### src/rtl/lock_display_scanner.sv
// rtl/lock_display_scanner.sv - six-digit multiplexed seven-segment scanner
// Double-buffered digits with frame-aligned transfer, per-digit dash masking and blink.
module lock_display_scanner #(
  parameter int REFRESH_DIV    = 4,
  parameter int BLINK_FRAMES   = 8,
  parameter bit SEG_ACTIVE_LOW = 1'b1
) (
  input  logic       clk,
  input  logic       clr,
  input  logic       load,
  input  logic [3:0] d1,
  input  logic [3:0] d2,
  input  logic [3:0] d3,
  input  logic [3:0] d4,
  input  logic [3:0] d5,
  input  logic [3:0] d6,
  input  logic [5:0] mask,
  input  logic       blink_en,
  output logic [5:0] an,
  output logic [6:0] seg,
  output logic       dp,
  output logic       frame_done,
  output logic       pending
);

  localparam int PW = (REFRESH_DIV > 1) ? $clog2(REFRESH_DIV) : 1;
  localparam int BW = $clog2(BLINK_FRAMES + 1);
  localparam logic [PW-1:0] PRESC_LAST = PW'(REFRESH_DIV - 1);
  localparam logic [BW-1:0] BLINK_LAST = BW'(BLINK_FRAMES - 1);
  localparam logic POL = SEG_ACTIVE_LOW;

  logic [PW-1:0]     presc_q;
  logic [2:0]        slot_q;
  logic [BW-1:0]     blink_cnt_q;
  logic              phase_q;
  logic [5:0][3:0]   stage_q;
  logic [5:0][3:0]   active_q;
  logic [5:0]        stage_mask_q;
  logic [5:0]        active_mask_q;
  logic              pending_q;
  logic              frame_done_q;
  logic [5:0]        an_q;
  logic [6:0]        seg_q;

  logic [5:0][3:0]   din;
  logic              tick;
  logic              boundary;
  logic              pending_d;
  logic [5:0]        an_d;
  logic [6:0]        seg_d;

  function automatic logic [6:0] decode(input logic [3:0] v);
    case (v)
      4'h0:    decode = 7'b0111111;
      4'h1:    decode = 7'b0000110;
      4'h2:    decode = 7'b1011011;
      4'h3:    decode = 7'b1001111;
      4'h4:    decode = 7'b1100110;
      4'h5:    decode = 7'b1101101;
      4'h6:    decode = 7'b1111101;
      4'h7:    decode = 7'b0000111;
      4'h8:    decode = 7'b1111111;
      4'h9:    decode = 7'b1101111;
      4'hA:    decode = 7'b1110111;
      4'hB:    decode = 7'b1111100;
      4'hC:    decode = 7'b0111001;
      4'hD:    decode = 7'b1011110;
      4'hE:    decode = 7'b1111001;
      default: decode = 7'b1110001;
    endcase
  endfunction

  always_comb begin
    din       = {d6, d5, d4, d3, d2, d1};
    tick      = (presc_q == PRESC_LAST);
    boundary  = tick && (slot_q == 3'd5);
    pending_d = boundary ? 1'b0 : (load | pending_q);
    // Blanking looks at blink_en directly so dropping it relights on the next cycle.
    an_d      = ((phase_q && blink_en) ? 6'b000000 : (6'b000001 << slot_q)) ^ {6{POL}};
    seg_d     = (active_mask_q[slot_q] ? 7'b1000000 : decode(active_q[slot_q])) ^ {7{POL}};
  end

  always_ff @(posedge clk) begin
    if (clr) begin
      presc_q       <= '0;
      slot_q        <= '0;
      blink_cnt_q   <= '0;
      phase_q       <= 1'b0;
      stage_q       <= '0;
      active_q      <= '0;
      stage_mask_q  <= '0;
      active_mask_q <= '0;
      pending_q     <= 1'b0;
      frame_done_q  <= 1'b0;
      an_q          <= {6{POL}};
      seg_q         <= {7{POL}};
    end else begin
      presc_q <= tick ? '0 : presc_q + 1'b1;
      if (tick) begin
        slot_q <= (slot_q == 3'd5) ? 3'd0 : slot_q + 3'd1;
      end
      frame_done_q <= boundary;

      if (load) begin
        stage_q      <= din;
        stage_mask_q <= mask;
      end
      // A load landing on the boundary bypasses staging so it is not a frame late.
      if (boundary && (load || pending_q)) begin
        active_q      <= load ? din : stage_q;
        active_mask_q <= load ? mask : stage_mask_q;
      end
      pending_q <= pending_d;

      if (!blink_en) begin
        blink_cnt_q <= '0;
        phase_q     <= 1'b0;
      end else if (boundary) begin
        if (blink_cnt_q == BLINK_LAST) begin
          blink_cnt_q <= '0;
          phase_q     <= ~phase_q;
        end else begin
          blink_cnt_q <= blink_cnt_q + 1'b1;
        end
      end

      an_q  <= an_d;
      seg_q <= seg_d;
    end
  end

  assign an         = an_q;
  assign seg        = seg_q;
  assign dp         = POL;
  assign frame_done = frame_done_q;
  assign pending    = pending_q;

endmodule
### config.mk
export PLATFORM = sky130hd
export DESIGN_NAME = lock_display_scanner
export DESIGN_NICKNAME = d
export VERILOG_FILES = /design/src/rtl/lock_display_scanner.sv
export SDC_FILE = /design/constraint.sdc
export NUM_CORES = 1
export LEC_CHECK = 0
export CAP_MARGIN = 20
export CORE_ASPECT_RATIO = 1.4
export CORE_UTILIZATION = 41
export DETAILED_ROUTE_END_ITERATION = 10
export PLACE_DENSITY_LB_ADDON = 0.25
export SETUP_SLACK_MARGIN = 0.1
export SLEW_MARGIN = 10
export SYNTH_ARGS = -nofsm -noshare
export SYNTH_HDL_FRONTEND = slang
export SYNTH_SLANG_ARGS = --single-unit
### constraint.sdc
create_clock -name clk -period 3.5 [get_ports clk]
set_clock_uncertainty 0.05 [all_clocks]
set_input_delay 0.7 -clock clk [delete_from_list [all_inputs] [get_ports clk]]
set_output_delay 0.7 -clock clk [all_outputs]
set_load 0.1 [all_outputs]
Word level (Yosys, flattened, before mapping):

Memory sizes are Yosys's and may differ from the RTL's.
Cells that the tools add are included.

* register bits: 85
* input bits: 34
* memories: 1
* logic and storage cells: 54
* bits in read-only memories: 112
* output and inout port bits: 16

* equality and inequality tests: 3
* add/subtract/negate cells: 3
* reductions and logical operators: 8
* multiplexer cells: 10
* shift-type cells: 1
* magnitude comparators: 1
* bitwise logic cells: 5

Memory list
* (name not given): depth 16, bits a word 7, read ports 1, clocked after memory_dff 0, wr ports 0, line 53 `case (v)`

Operators by type and width (number)
* $mux W24: 1
* $bmux W4 S3: 1
* $mux W6: 2
* $mux W4: 2
* $mux W7: 1
* $not A7 Y7: 1
* $not A6 Y6: 1
* $reduce_or A2 Y1: 3
* $shl A1 B3 Y6 const A: 1
* $add A4 B1 Y4 const B: 1
* $eq A4 B3 Y1 const B: 1
* $lt A3 B4 Y1 const B: 1
* $add A3 B1 Y3 const B: 1
* $bmux W1 S3: 1
* $eq A3 B3 Y1 const B: 1
* $logic_and A1 B1 Y1: 3
* $mux W3: 1
* $add A2 B1 Y2 const B: 1
* $eq A2 B2 Y1 const B: 1
* $not A1 Y1: 2
* $reduce_and A2 Y1: 1
* $logic_or A1 B1 Y1: 1
* $mux W1: 1
* $or A1 B1 Y1: 1

Longest topological paths before layout:

Gate-level depths: netlist of the first run.
An unclocked memory read counts as a cell.

* depth after elaboration: 5
* gate-level depth with buffers: 11
* gate-level depth less buffers: 9

Worst setup path before layout of the first run:

OpenSTA, ideal clock, no wires.

* path kind: register to register
* from: register slot_q[1]
* to: register seg_q[3] (netlist: seg[3])
* setup time: 0.126 ns
* setup slack: 1.069 ns
* arrival time: 2.255 ns
* cell stages (with the launch flop): 9
* data required time: 3.324 ns
* path buffers: 2
* clock period less this slack: 2.431 ns
* path through: dfxtp_1 -> buf_6 -> clkbuf_1 -> o22ai_1 -> o21ai_0 -> inv_1 -> ha_1 -> mux4_1 -> nand2b_1

* longest elaborated chain between the ends: 5
* elaborated cells between the ends (all ways): 7
* classes of those cells: mux (5); bitwise (1); memory (1)

Ends and longest elaborated chain
* from (decl): line 33 `logic [2:0] slot_q;`
* from (signal assigned): line 100 `slot_q <= (slot_q == 3'd5) ? 3'd0 : slot_q + 3'd1;`
* $bmux W4 S3: line 80 `seg_d = (active_mask_q[slot_q] ? 7'b1000000 : decode(active_q[slot_q])) ^ {7{POL}};`
* $mux W4 (not written as such): line 80
* $mem_v2 Z16 W7
* $mux W7 (*): line 80
* $not A7 Y7 (no source line) (*)
* to (signal assigned): line 96 `seg_q <= {7{POL}};`
* to (signal assigned): line 128 `seg_q <= seg_d;`
* to (decl): line 43 `logic [6:0] seg_q;`

Mark *: on every way between the ends. The rest lies on a longest branch, timed or not. The select of a mux whose other input is x is not followed.
A chain may end at the register's enable or synchronous reset.

Worst setup path in the final report of the first run:

Same ends and word-level chain as after synthesis.

==> results.ini, run 1 <==
[synthesis]
synth_cell_type_count=43
synthCells=351
synthArstFlopShare_pct=0
netlist_top_cells_area=dfxtp_1, mux2i_1, nor2_1
synth_area_per_cell_um2=9.74
yosysTopAreaCellShare_pct=49.8
synth_top_flop_cell=dfxtp_1
synth-edff-count=0
synth_seq_cells=85
synth_area_um2=3420
syn-num-nets=394
synth_top_cell_by_area=dfxtp_1
ys_seq_area_share_pct=49.8
ys_warn_count=0

[final_layout]
drive_above_1_share_pct=8.42
final_nets=432
antenna_cells=0
syn_to_final_growth_pct=23.1
utilization_pct=51.9

[sta]
drv_slew=0
max_slew_margin_pct=35.5
timing.final.hold_violations=0
setup_viol=0
rsz0062_at_grt=no
final.min_clock_period_ns=2.77
clock.fmax_mhz=360
tightest_slew_ns=0.964
fin_crit_sh_pct=79.3
fin_setup_tns_ns=0

[hold_path]
min-delay-start=presc_q[0]
min_to=presc_q[0]
worstHoldPathCells=1
hold_class=register to register

[routing]
vias_per_cell=4.98
antenna_left=0
drtPass1Iterations=4
first_iter_violations=100
wl_per_cell_um=12.4
drcViolationCount=0
drt_wl_total_um=6140
num_vias=2460

[clock_tree]
clock_latency_ns=0.33
path_clk_slew_ns=0.06
cts.sinks=85
cts.hold.buffers_added=0
cts_inserted_buffers=9
clock-root-buffer=clkbuf_16
cts_buffer_depth=2
htree_levels=3
ctsResizeCount=0
post-cts-setup-buffer-count=0
cts_tree=yes

[place]
io_buffers=48
hpwl_um=4240
routabilityCongestion=0.783

[critical_path]
reg2reg_from=slot_q[1]
reg2reg_depth=7
cp.required_ns=3.66
timing.rr.end=seg[3]
start_kind=register
critPathKind=register to register
path_max_fanout=12
arrival_ns=2.94
cp-end-kind=register
r2r_setup_slack_ns=0.73

[floorplan]
fp-row-count=39
initial_core_util_pct=42.2
ioPinCount=50
design.core.area_um2=8100
die-area_um2=8710
die_height_um=110
die_width_um=79.2

[power_and_ir_drop]
p_leak_uw=0.00164
worst_ir_drop_vdd_v=0.000321
p_per_area_nw_per_um2=492

[global_routing]
grt_usage_pct=15.3
grt_pass1_vias=2304
grt_pass1_wl_um=10300
grt_antenna_before_repair=0
grt-ovfl-total=0
grt_max_degree=61

[status]
status=finished, final reports clean

[job]
drv_cap=0

cells in the final DEF (no fill, tap or decap), drive strengths merged, types with 3 or more instances in the layout:
cell type,n
clkbuf,12
nor3b,4
a211oi,32
nand3,5
dfxtp,85
o21ai,7
mux2,9
buf,9
nor2,73
inv,6
nand2,14
nor2b,3
nor3,6
clkdlybuf4s50,45
mux2i,36
and2,4
nand2b,3
a21oi,8
ha,9
registers in the layout, indices dropped and copies added, names as in the netlist:
register / count
seg: 7
blink_cnt_q: 4
an: 6
pending: 1
slot_q: 3
frame_done: 1
active_mask_q: 6
phase_q: 1
stage_q: 24
presc_q: 2
active_q: 24
stage_mask_q: 6
power breakdown:
| group | switching (uW) | internal, uW |
|---|---|---|
| Sequential | 12.5 | 1000 |
| Combinational | 127 | 79.7 |
| Clock | 343 | 508 |
| Total | 482 | 1590 |
cell usage after synthesis (5+ instances only):
master    number
ha_1           9
nor3_1         6
nand2_1       14
clkbuf_1      17
a21oi_1        8
nor2_1        72
mux2_2         5
dfxtp_1       85
a211oi_1      31
inv_1          6
o21ai_0        5
nand3_1        5
mux2i_1       36
metal layers:
layer | part of all wire [%] | track usage, %
met5 | 0 | 0
met4 | 2.6 | 8.18
met3 | 3.6 | 3.79
met2 | 46 | 24.9
met1 | 48 | 18.6
cell families after synthesis:
family	count (synthesis)	synth area share, %
buffers and inverters	33	4.28
AOI/OAI and AO/OA	58	12.4
other	1	0.110
and+or+nand+nor	116	14.9
muxes	46	14.5
adders and majority gates	9	3.30
xor gates and xnor gates	3	0.769
DFF	85	49.8
worst max path at each step:
stage	slack, ns	start	depth (start not counted)	to
floorplan	1.07	slot_q[1]	8	seg[3]
global placement	0.84	slot_q[1]	7	seg[3]
detailed placement	0.72	slot_q[1]	7	seg[3]
CTS	0.72	slot_q[1]	7	seg[3]
global route	0.49	slot_q[1]	7	seg[3]
finish	0.73	slot_q[1]	7	seg[3]
through the flow:
| step | worst slack [ns] | total power (uW) | hold slack, ns | area [um2] | cells |
|---|---|---|---|---|---|
| finish | 0.725 | 2070 | 0.380 | 4210 | 494 |
| global route | 0.492 | 2150 | 0.402 | 4210 | 494 |
| CTS | 0.721 | 2100 | 0.386 | 4210 | 494 |
| detailed placement | 0.720 | 1240 | 0.377 | 3940 | 480 |
| global placement | 0.838 | 1240 | 0.362 | 3940 | 480 |
| floorplan | 1.07 | 1170 | 0.354 | 3420 | 351 |
final cells by class:
class | count | area (um2)
tap | 102 | 128
fill | 791 | 3890
timing repair buffer | 54 | 513
clock inverter | 2 | 10.0
clock buffer | 12 | 256
sequential | 85 | 1700
inverter | 6 | 22.5
multi-input combinational | 233 | 1570
critical path: stages, from the launching register on:
cell      delay, ns
dfxtp_1        0.60
mux2i_1        0.24
o22ai_1        0.08
o21ai_0        0.59
inv_1          0.19
ha_1           0.27
mux4_1         0.48
nand2b_1       0.14
Power figures use the tool's default switching activity.
==> run 2, diff against run 1 <==
==> constraint.sdc (replaced) <==
create_clock -name clk -period 2.48 [get_ports clk]
set_clock_uncertainty 0.05 [all_clocks]
set_input_delay 0.496 -clock clk [delete_from_list [all_inputs] [get_ports clk]]
set_output_delay 0.496 -clock clk [all_outputs]
set_load 0.1 [all_outputs]
==> run 2 against run 1 <==
Net effect: critical path depth up 2; via count is 1.9% higher; worst hold slack improved by 0.0033 ns; non-clock buffer count rose by 8; wire length increased by 5.1%; design area up 1.5%; sequential power grew 41%.
==> results.ini, run 2 (synthesis gave the netlist of run 1 again) <==
[global_routing]
grt_max_degree=69  ; +13%
grt_usage_pct=16.9  ; +1.6 points
grt_pass1_vias=2473  ; +7.3%
grt-ovfl-total=0  ; unchanged
grt_pass1_wl_um=11200  ; +8.9%
grt_antenna_before_repair=0  ; unchanged

[critical_path]
timing.rr.end=seg[3]
slowest_delay_ns=0.46  ; -0.14 ns
path_max_fanout=7  ; -5
cp.depth=9  ; +2
critical_path.cell_chain=buf_4 -> mux2i_1 -> o221ai_1 -> o21ai_1 -> buf_4 -> ha_1 -> inv_1 -> mux4_1 -> nand2b_1
crit_start=slot_q[1]
critPathKind=register to register
start_kind=register
cp-end-kind=register
crit_buf_inv=3  ; +2
arrival_ns=2.41  ; -0.53 ns
r2r_setup_slack_ns=0.23  ; -0.49 ns
path_common_cell=buf_4
crit_end=seg[3]
cp.required_ns=2.64  ; -1.02 ns
reg2reg_from=slot_q[1]
reg2reg_depth=9  ; +2
path_delay_family=multiplexers
worst_path_max_delay_cell=mux4_1

[final_layout]
instances_no_fill=504  ; +2.0%
mostFrequentLayoutCells=dfxtp_1, nor2_1, mux2i_1
syn_to_final_growth_pct=24.9
final_nets=440  ; +1.9%
final_common_cell=dfxtp_1
antenna_cells=0  ; unchanged
fin_area_um2=4270  ; +1.5%
drive_above_1_share_pct=15.2  ; +6.8 points

[clock_tree]
ctsResizeCount=1  ; +1
clock_latency_ns=0.34  ; about the same
cts_inserted_buffers=9  ; unchanged
clock-root-buffer=clkbuf_16
path_clk_slew_ns=0.06  ; about the same
htree_levels=3  ; unchanged
cts_tree=yes
cts.hold.buffers_added=0  ; unchanged
cts_buffer_depth=2  ; unchanged
cts.sinks=85  ; unchanged
post-cts-setup-buffer-count=0  ; unchanged

[routing]
num_vias=2506  ; +1.9%
wl_per_cell_um=12.8  ; +3.0%
drt_wl_total_um=6450  ; +5.1%
vias_per_cell=4.97  ; -0.15%
drcViolationCount=0  ; unchanged
first_iter_violations=99  ; -1.0%
antenna_left=0  ; unchanged
drtPass1Iterations=4  ; unchanged

[status]
status=finished, final reports clean

[floorplan]
die_height_um=110  ; unchanged
die-area_um2=8710  ; unchanged
design.core.area_um2=8100  ; unchanged
ioPinCount=50  ; unchanged
initial_core_util_pct=42.2  ; unchanged
die_width_um=79.2  ; unchanged
fp-row-count=39  ; unchanged

[sta]
drv_slew=0  ; unchanged
timing.final.hold_violations=0  ; unchanged
tightest_slew_ns=0.695  ; -0.269 ns
final.min_clock_period_ns=2.25  ; -0.526 ns
rsz0062_at_grt=no
setup_viol=0  ; unchanged
fin_setup_tns_ns=0  ; unchanged
fin_crit_sh_pct=90.7  ; +11 points
clock.fmax_mhz=445  ; +23%
max_slew_margin_pct=53.7  ; +18 points

[place]
io_buffers=48  ; unchanged
dpl_cell_area_um2=3980  ; +0.95%
routabilityCongestion=0.803  ; +2.6%
dp.cells=488  ; +1.7%
hpwl_um=4490  ; +5.8%

[hold_path]
worstHoldPathCells=1  ; unchanged
hold_class=register to register

[power_and_ir_drop]
p_leak_uw=0.00169  ; +3.2%
worst_ir_drop_vdd_v=0.000514  ; +60%
p_per_area_nw_per_um2=698  ; +42%

[job]
drv_cap=0  ; unchanged

run 2: stage by stage:
stage / power [uW] / hold WS (ns) / worst slack, ns / utilization (%)
after floorplan: 1660 / 0.354 / 0.138 / -
after global placement: 1750 / 0.362 / 0.181 / 49.1
after detailed placement: 1760 / 0.375 / 0.0619 / 49.1
after CTS: 3020 / 0.384 / 0.122 / 52.6
after global routing: 3100 / 0.406 / 0.104 / 52.7
final: 2980 / 0.384 / 0.231 / 52.7
run 2: how the worst min path moves through the flow:
| stage | startpoint | end | slack (ns) |
|---|---|---|---|
| floorplan | presc_q[0] | presc_q[0] | 0.35 |
| global placement | presc_q[0] | presc_q[0] | 0.36 |
| detailed placement | presc_q[0] | presc_q[0] | 0.37 |
| CTS | presc_q[0] | presc_q[0] | 0.38 |
| global route | presc_q[0] | presc_q[0] | 0.41 |
| finish | presc_q[0] | presc_q[0] | 0.38 |
run 2: cell type report:
class	count	area, um2
clock buffers	10	239
clock inverters	6	46.3
inverters	6	22.5
flip-flops and latches	85	1710
repair buffers	62	551
multi-input cells	233	1580
fillers	781	3830
well taps	102	128
run 2: where the power goes:
group	total, uW	internal, uW	switching [uW]	leakage (uW)
Sequential	1420	1410	12.7	0.000696
Clock	1260	712	544	0.000135
Combinational	300	114	186	0.000858
run 2: worst reg2reg max path, stage by stage (launching register included):
cell and delay (ns):
dfxtp_4 0.36, buf_4 0.16, mux2i_1 0.12, o221ai_1 0.18
o21ai_1 0.12, buf_4 0.17, ha_1 0.29, inv_1 0.04
mux4_1 0.46, nand2b_1 0.16
run 2: per-layer routing:
layer,track usage (%),vias up,routed length [um]
met1,20.5,1148,2970
met2,27.3,44,3080
met4,10.1,0,116
li1,-,1306,-
met5,0,-,0
met3,3.87,8,290
